## src/rtl/audio_sample_fifo_if.sv

```systemverilog
// Sample handshake between the CPU bus writer, the FIFO and the I2S serializer.
// The master modport is the side that drives the requests; slave is the FIFO.
interface audio_sample_fifo_if #(
  parameter int SW = 24
);
  logic [SW-1:0] adau_audio_l;
  logic [SW-1:0] adau_audio_r;
  logic          adau_audio_valid;
  logic          adau_audio_full;
  logic          sample_req;
  logic [SW-1:0] sample_l;
  logic [SW-1:0] sample_r;
  logic          sample_valid;

  modport master (
    output adau_audio_l, adau_audio_r, adau_audio_valid, sample_req,
    input  adau_audio_full, sample_l, sample_r, sample_valid
  );

  modport slave (
    input  adau_audio_l, adau_audio_r, adau_audio_valid, sample_req,
    output adau_audio_full, sample_l, sample_r, sample_valid
  );
endinterface

```

## src/rtl/audio_sample_fifo.sv

```systemverilog
// Stereo sample FIFO between the CPU bus writer and the I2S serializer.
// An empty read still strobes sample_valid with the previous data and flags underrun.
module audio_sample_fifo #(
  parameter int DEPTH = 16,
  parameter int SW    = 24
) (
  input  logic                     clk,
  input  logic                     reset,
  audio_sample_fifo_if.slave       bus,
  output logic                     empty,
  output logic [$clog2(DEPTH):0]   level,
  output logic                     underrun,
  input  logic                     underrun_clr
);

  localparam int AW = $clog2(DEPTH);
  localparam int LW = AW + 1;

  logic [2*SW-1:0] mem [DEPTH];
  logic [AW-1:0]   wr_ptr;
  logic [AW-1:0]   rd_ptr;
  logic            full;
  logic            wr_en;
  logic            rd_en;
  logic [LW-1:0]   level_nxt;
  logic [SW-1:0]   out_l;
  logic [SW-1:0]   out_r;
  logic            out_valid;

  assign bus.adau_audio_full = full;
  assign bus.sample_l        = out_l;
  assign bus.sample_r        = out_r;
  assign bus.sample_valid    = out_valid;

  always_comb begin
    wr_en     = bus.adau_audio_valid & ~full;
    rd_en     = bus.sample_req & ~empty;
    level_nxt = level;
    if (wr_en && !rd_en)
      level_nxt = level + LW'(1);
    else if (rd_en && !wr_en)
      level_nxt = level - LW'(1);
  end

  // Storage is kept out of the reset domain so it can map onto RAM.
  always_ff @(posedge clk) begin
    if (wr_en)
      mem[wr_ptr] <= {bus.adau_audio_l, bus.adau_audio_r};
  end

  always_ff @(posedge clk or posedge reset) begin
    if (reset) begin
      wr_ptr    <= '0;
      rd_ptr    <= '0;
      level     <= '0;
      empty     <= 1'b1;
      full      <= 1'b0;
      out_l     <= '0;
      out_r     <= '0;
      out_valid <= 1'b0;
      underrun  <= 1'b0;
    end else begin
      if (wr_en)
        wr_ptr <= wr_ptr + AW'(1);
      if (rd_en) begin
        rd_ptr         <= rd_ptr + AW'(1);
        {out_l, out_r} <= mem[rd_ptr];
      end
      level     <= level_nxt;
      empty     <= (level_nxt == '0);
      full      <= (level_nxt == LW'(DEPTH));
      out_valid <= bus.sample_req;
      // A new underrun on the same edge as a clear keeps the flag set.
      if (bus.sample_req && empty)
        underrun <= 1'b1;
      else if (underrun_clr)
        underrun <= 1'b0;
    end
  end

endmodule

```

## src/flat_wrapper.sv

```systemverilog
// flat-port wrapper written by rule: the top's interface ports become plain ports
module audio_sample_fifo_flat 
#(
  parameter int DEPTH = 16,
  parameter int SW    = 24
)
  (clk, reset, empty, level, underrun, underrun_clr, bus_adau_audio_l, bus_adau_audio_r, bus_adau_audio_valid, bus_sample_req, bus_adau_audio_full, bus_sample_l, bus_sample_r, bus_sample_valid);
  audio_sample_fifo_if #(.SW(SW)) bus_i ();
  input  logic clk;
  input  logic reset;
  output logic empty;
  output logic [$clog2(DEPTH):0] level;
  output logic underrun;
  input  logic underrun_clr;
  input wire logic [$bits(bus_i.adau_audio_l)-1:0] bus_adau_audio_l;
  input wire logic [$bits(bus_i.adau_audio_r)-1:0] bus_adau_audio_r;
  input wire logic [$bits(bus_i.adau_audio_valid)-1:0] bus_adau_audio_valid;
  input wire logic [$bits(bus_i.sample_req)-1:0] bus_sample_req;
  output wire logic [$bits(bus_i.adau_audio_full)-1:0] bus_adau_audio_full;
  output wire logic [$bits(bus_i.sample_l)-1:0] bus_sample_l;
  output wire logic [$bits(bus_i.sample_r)-1:0] bus_sample_r;
  output wire logic [$bits(bus_i.sample_valid)-1:0] bus_sample_valid;
  assign bus_i.adau_audio_l = bus_adau_audio_l;
  assign bus_i.adau_audio_r = bus_adau_audio_r;
  assign bus_i.adau_audio_valid = bus_adau_audio_valid;
  assign bus_i.sample_req = bus_sample_req;
  assign bus_adau_audio_full = bus_i.adau_audio_full;
  assign bus_sample_l = bus_i.sample_l;
  assign bus_sample_r = bus_i.sample_r;
  assign bus_sample_valid = bus_i.sample_valid;
  audio_sample_fifo #(.DEPTH(DEPTH), .SW(SW)) u_core (.clk(clk), .reset(reset), .bus(bus_i), .empty(empty), .level(level), .underrun(underrun), .underrun_clr(underrun_clr));
endmodule
```

## config.mk

```make
export PLATFORM = sky130hd
export DESIGN_NAME = audio_sample_fifo_flat
export DESIGN_NICKNAME = d
export VERILOG_FILES = /design/src/rtl/audio_sample_fifo_if.sv /design/src/rtl/audio_sample_fifo.sv /design/src/flat_wrapper.sv
export SDC_FILE = /design/constraint.sdc
export NUM_CORES = 1
export LEC_CHECK = 0
export ABC_CLOCK_PERIOD_IN_PS = 2850
export CAP_MARGIN = 30
export CORE_MARGIN = 5
export CORE_UTILIZATION = 30
export DETAILED_ROUTE_END_ITERATION = 8
export SKIP_CTS_REPAIR_TIMING = 1
export SLEW_MARGIN = 10
export SYNTH_ARGS = -nofsm -noshare
export SYNTH_HDL_FRONTEND = slang
export SYNTH_SLANG_ARGS = --single-unit
```

## constraint.sdc

```tcl
create_clock -name clk -period 2.85 [get_ports clk]
set_input_delay 0.4275 -clock clk [delete_from_list [all_inputs] [get_ports clk]]
set_output_delay 0.4275 -clock clk [all_outputs]
set_load 0.02 [all_outputs]
```

==> results.md <==
* Status: finished, final reports clean
* Crit. End Element: primary output
* Mapped Area at 0.0318 mm2
* Initial core utilization at 30.2%
* Vias in the first global route at 17300
* Overflow after GRT at 0
* Final instance area at 0.0382 mm2
* Hold Path Class: input port to async pin
* Max stage delay on crit path at about 0.6 ns
* RSZ-0062 raised after global routing: false
* Total Power at 37.5 mW
* Max-cap violation count at 0
* CP delay by family, top: buffers and inverters
* CP Depth at 1
* Arrival @ worst endpoint at 1.80 ns
* Root Buffer: clkbuf_16
* Yosys warns at 0
* Clk sinks at about 830
* First-pass GRT wire length at 112 mm
* Worst-path cell with the longest stage delay: clkdlybuf4s50_1
* TritonCTS Buffers at 86
* Total GRT Usage at 13.0%
* Syn Area/Cell at roughly 17 um2
* Final Hold Slack at ~0.29 ns
* # setup viols final at 0
* Clk_lat worst skew at 0.64 ns
* Leading cell types by count after synthesis: edfxtp_1 (768), mux2i_1 (384), nor3_1 (148)
* Wire per inst at 21.6 um
* Flop pwr share at 41.8%
* Crit start category: flop
* P_int at around 26 mW
* Detailed-router iteration count before antenna repair at 5
* Die H at 336 um
* Clock tree buffer depth at 3
* Worst path cell trace: clkdlybuf4s50_1
* Die area at between 0.1 and 0.15 mm2
* Number of vias per cell at 4.79
* CTS tree: done
* Share of layout cells above drive strength 1 at 11.1%
* Worst-Margin Slew at between 0.7 and 0.8 ns
* Final setup TNS at 0 ns
* Synth area leaders: edfxtp_1 (72%), mux2i_1 (12%), dfrtp_1 (5.0%)
* Synth Instances at between 1500 and 2000
* Layout Skew at 0.0258 ns
* Layout overhead on the synthesized area at 20.1%
* H-tree levels at 3
* Switching share of power at approximately a third
* Syn_nets at 1905
* Seq cells post-synth at about 830
* Tmin final at 2.23 ns
* Critical path buffers and inverters at 1
* P_leak at 13.2 nW
* Final weighted congestion in routability-driven placement at between 0.7 and 0.8
* Peak VDD IR at around 0.58 mV
* Top-count cell post-synth: edfxtp_1
* Via Count at approximately 17000
* Max FO, Critical Path at 4
* Clk pwr share at between 20 and 30%
* Primary FF master, synth: edfxtp_1
* Top cell type's share of synthesized area at 72.5%
* Max Freq at 0.449 GHz
* Initial antenna violation count at 2
* Reg2reg path depth at 6
* DRC violations left at 0
* Drt total wl at between 70 and 80 mm
* Largest net degree at the start of global routing at 65
* Slew margin rel. at 47.7%
* Critical path class: flop to primary output
* Tcrit/Tclk final at 78.1%
* I/O pin count at 110
* Pins Over Slew Limit at 0
* Core area at around 0.11 mm2
* Hpwl dp at 44.7 mm
* Seq/Total Area, Yosys at slightly below 80%
* Post-synth EDFFs at 768
* P per Cell Area at 983 mW/mm2
* Combinational share of power at 29.1%
* FP Rows at 119
* Die extent in x at 336 um
* Post-DRT Antenna Nets at 0
* Clock transition at path regs at approximately 0.060 ns
* Drt initial violations at approximately 1300
* Crit path required time at 2.42 ns
* Area after detailed placement at 0.0354 mm2
* Synth cell types at 35
* Final core occ at 36.3%
* Final hold vios at 0
* Post-synth ARST share at 7.80%
* Nets at 2071
* Cell accounting for the most synthesized area: edfxtp_1
* Input/output buffers at 109
* P_sw at 11.8 mW
power groups by stage:
stage	clock, mW	combinational, mW	sequential [mW]
final	10.9	10.9	15.7
after CTS	11.2	11.1	15.7
after global routing	11.7	11.7	15.8
after global placement	0	10.9	15.9
after floorplan	0	6.39	16.1
after detailed placement	0	11.0	15.9
worst paths after layout:
check	startpoint	endpoint	slack, ns
worst max-delay path	u_core.empty	empty	0.62
worst min-delay path	reset	u_core.bus.sample_l[7]	0.29
worst max register to register	u_core.rd_ptr[0]	u_core.bus.sample_r[21]	0.71
worst min register to register	u_core.level[4]	u_core.level[4]	0.53
max in group asynchronous	reset	u_core.empty	1.86
min in group clk	bus_sample_req	u_core.bus.sample_valid	0.35
flip-flops by register name, summed over array words and instances, names as in the netlist, 4 cells and up:
name / cells
u_core.bus.sample_l: 24
u_core.mem: 768
u_core.bus.sample_r: 24
u_core.rd_ptr: 4
u_core.level: 5
u_core.wr_ptr: 4
per-layer routing:
metal  GRT usage (%)  part of all wire (%)
met1            17.2                    43
met2            22.2                    50
met4            3.38                   2.2
met5               0                     0
met3            2.53                   5.0
layout by cell type (no fill, tap or decap), drive strengths merged, types with 2 or more instances in the layout:
cell type      netlist  layout
edfxtp             768     768
mux2i              384     384
nor3               148     148
o22ai              144     144
clkdlybuf4s50        0     109
clkbuf              41     105
nor2               103     103
buf                 63      73
dfrtp               64      64
o21ai               53      53
clkinv               0      40
and2                20      20
inv                  6      12
nand2               11      11
xnor2                8       8
ha                   7       7
bufinv               0       7
nand2b               4       4
and3                 4       4
or3                  3       3
nand4                2       2
clkinvlp             0       2
and2b                2       2
kinds of logic after synthesis:
logic type / Yosys count / synth area share [%]
xor gates and xnor gates: 8 / 0.220
AOI/OAI and AO/OA: 201 / 3.77
buffers and inverters: 110 / 1.54
adders and majority gates: 7 / 0.275
DFF: 833 / 77.6
and+or+nand+nor: 302 / 4.51
muxes: 384 / 12.1
stage by stage:
step / worst slack [ns] / std cells
after floorplan: 0.208 / 1845
after global routing: 0.551 / 3474
final: 0.624 / 3475
after detailed placement: 0.292 / 3314
after global placement: 0.275 / 3314
after CTS: 0.570 / 3474
final cells by class:
cell class | count | area (um2)
clock inverters | 55 | 508
diodes | 1 | 2.50
fillers | 9649 | 67100
multi-input cells | 902 | 6720
inverters | 6 | 25.0
clock buffers | 105 | 2270
repair buffers | 182 | 2240
well taps | 1391 | 1740
flip-flops and latches | 833 | 24700
No activity file was read; power rests on OpenSTA's default activity.
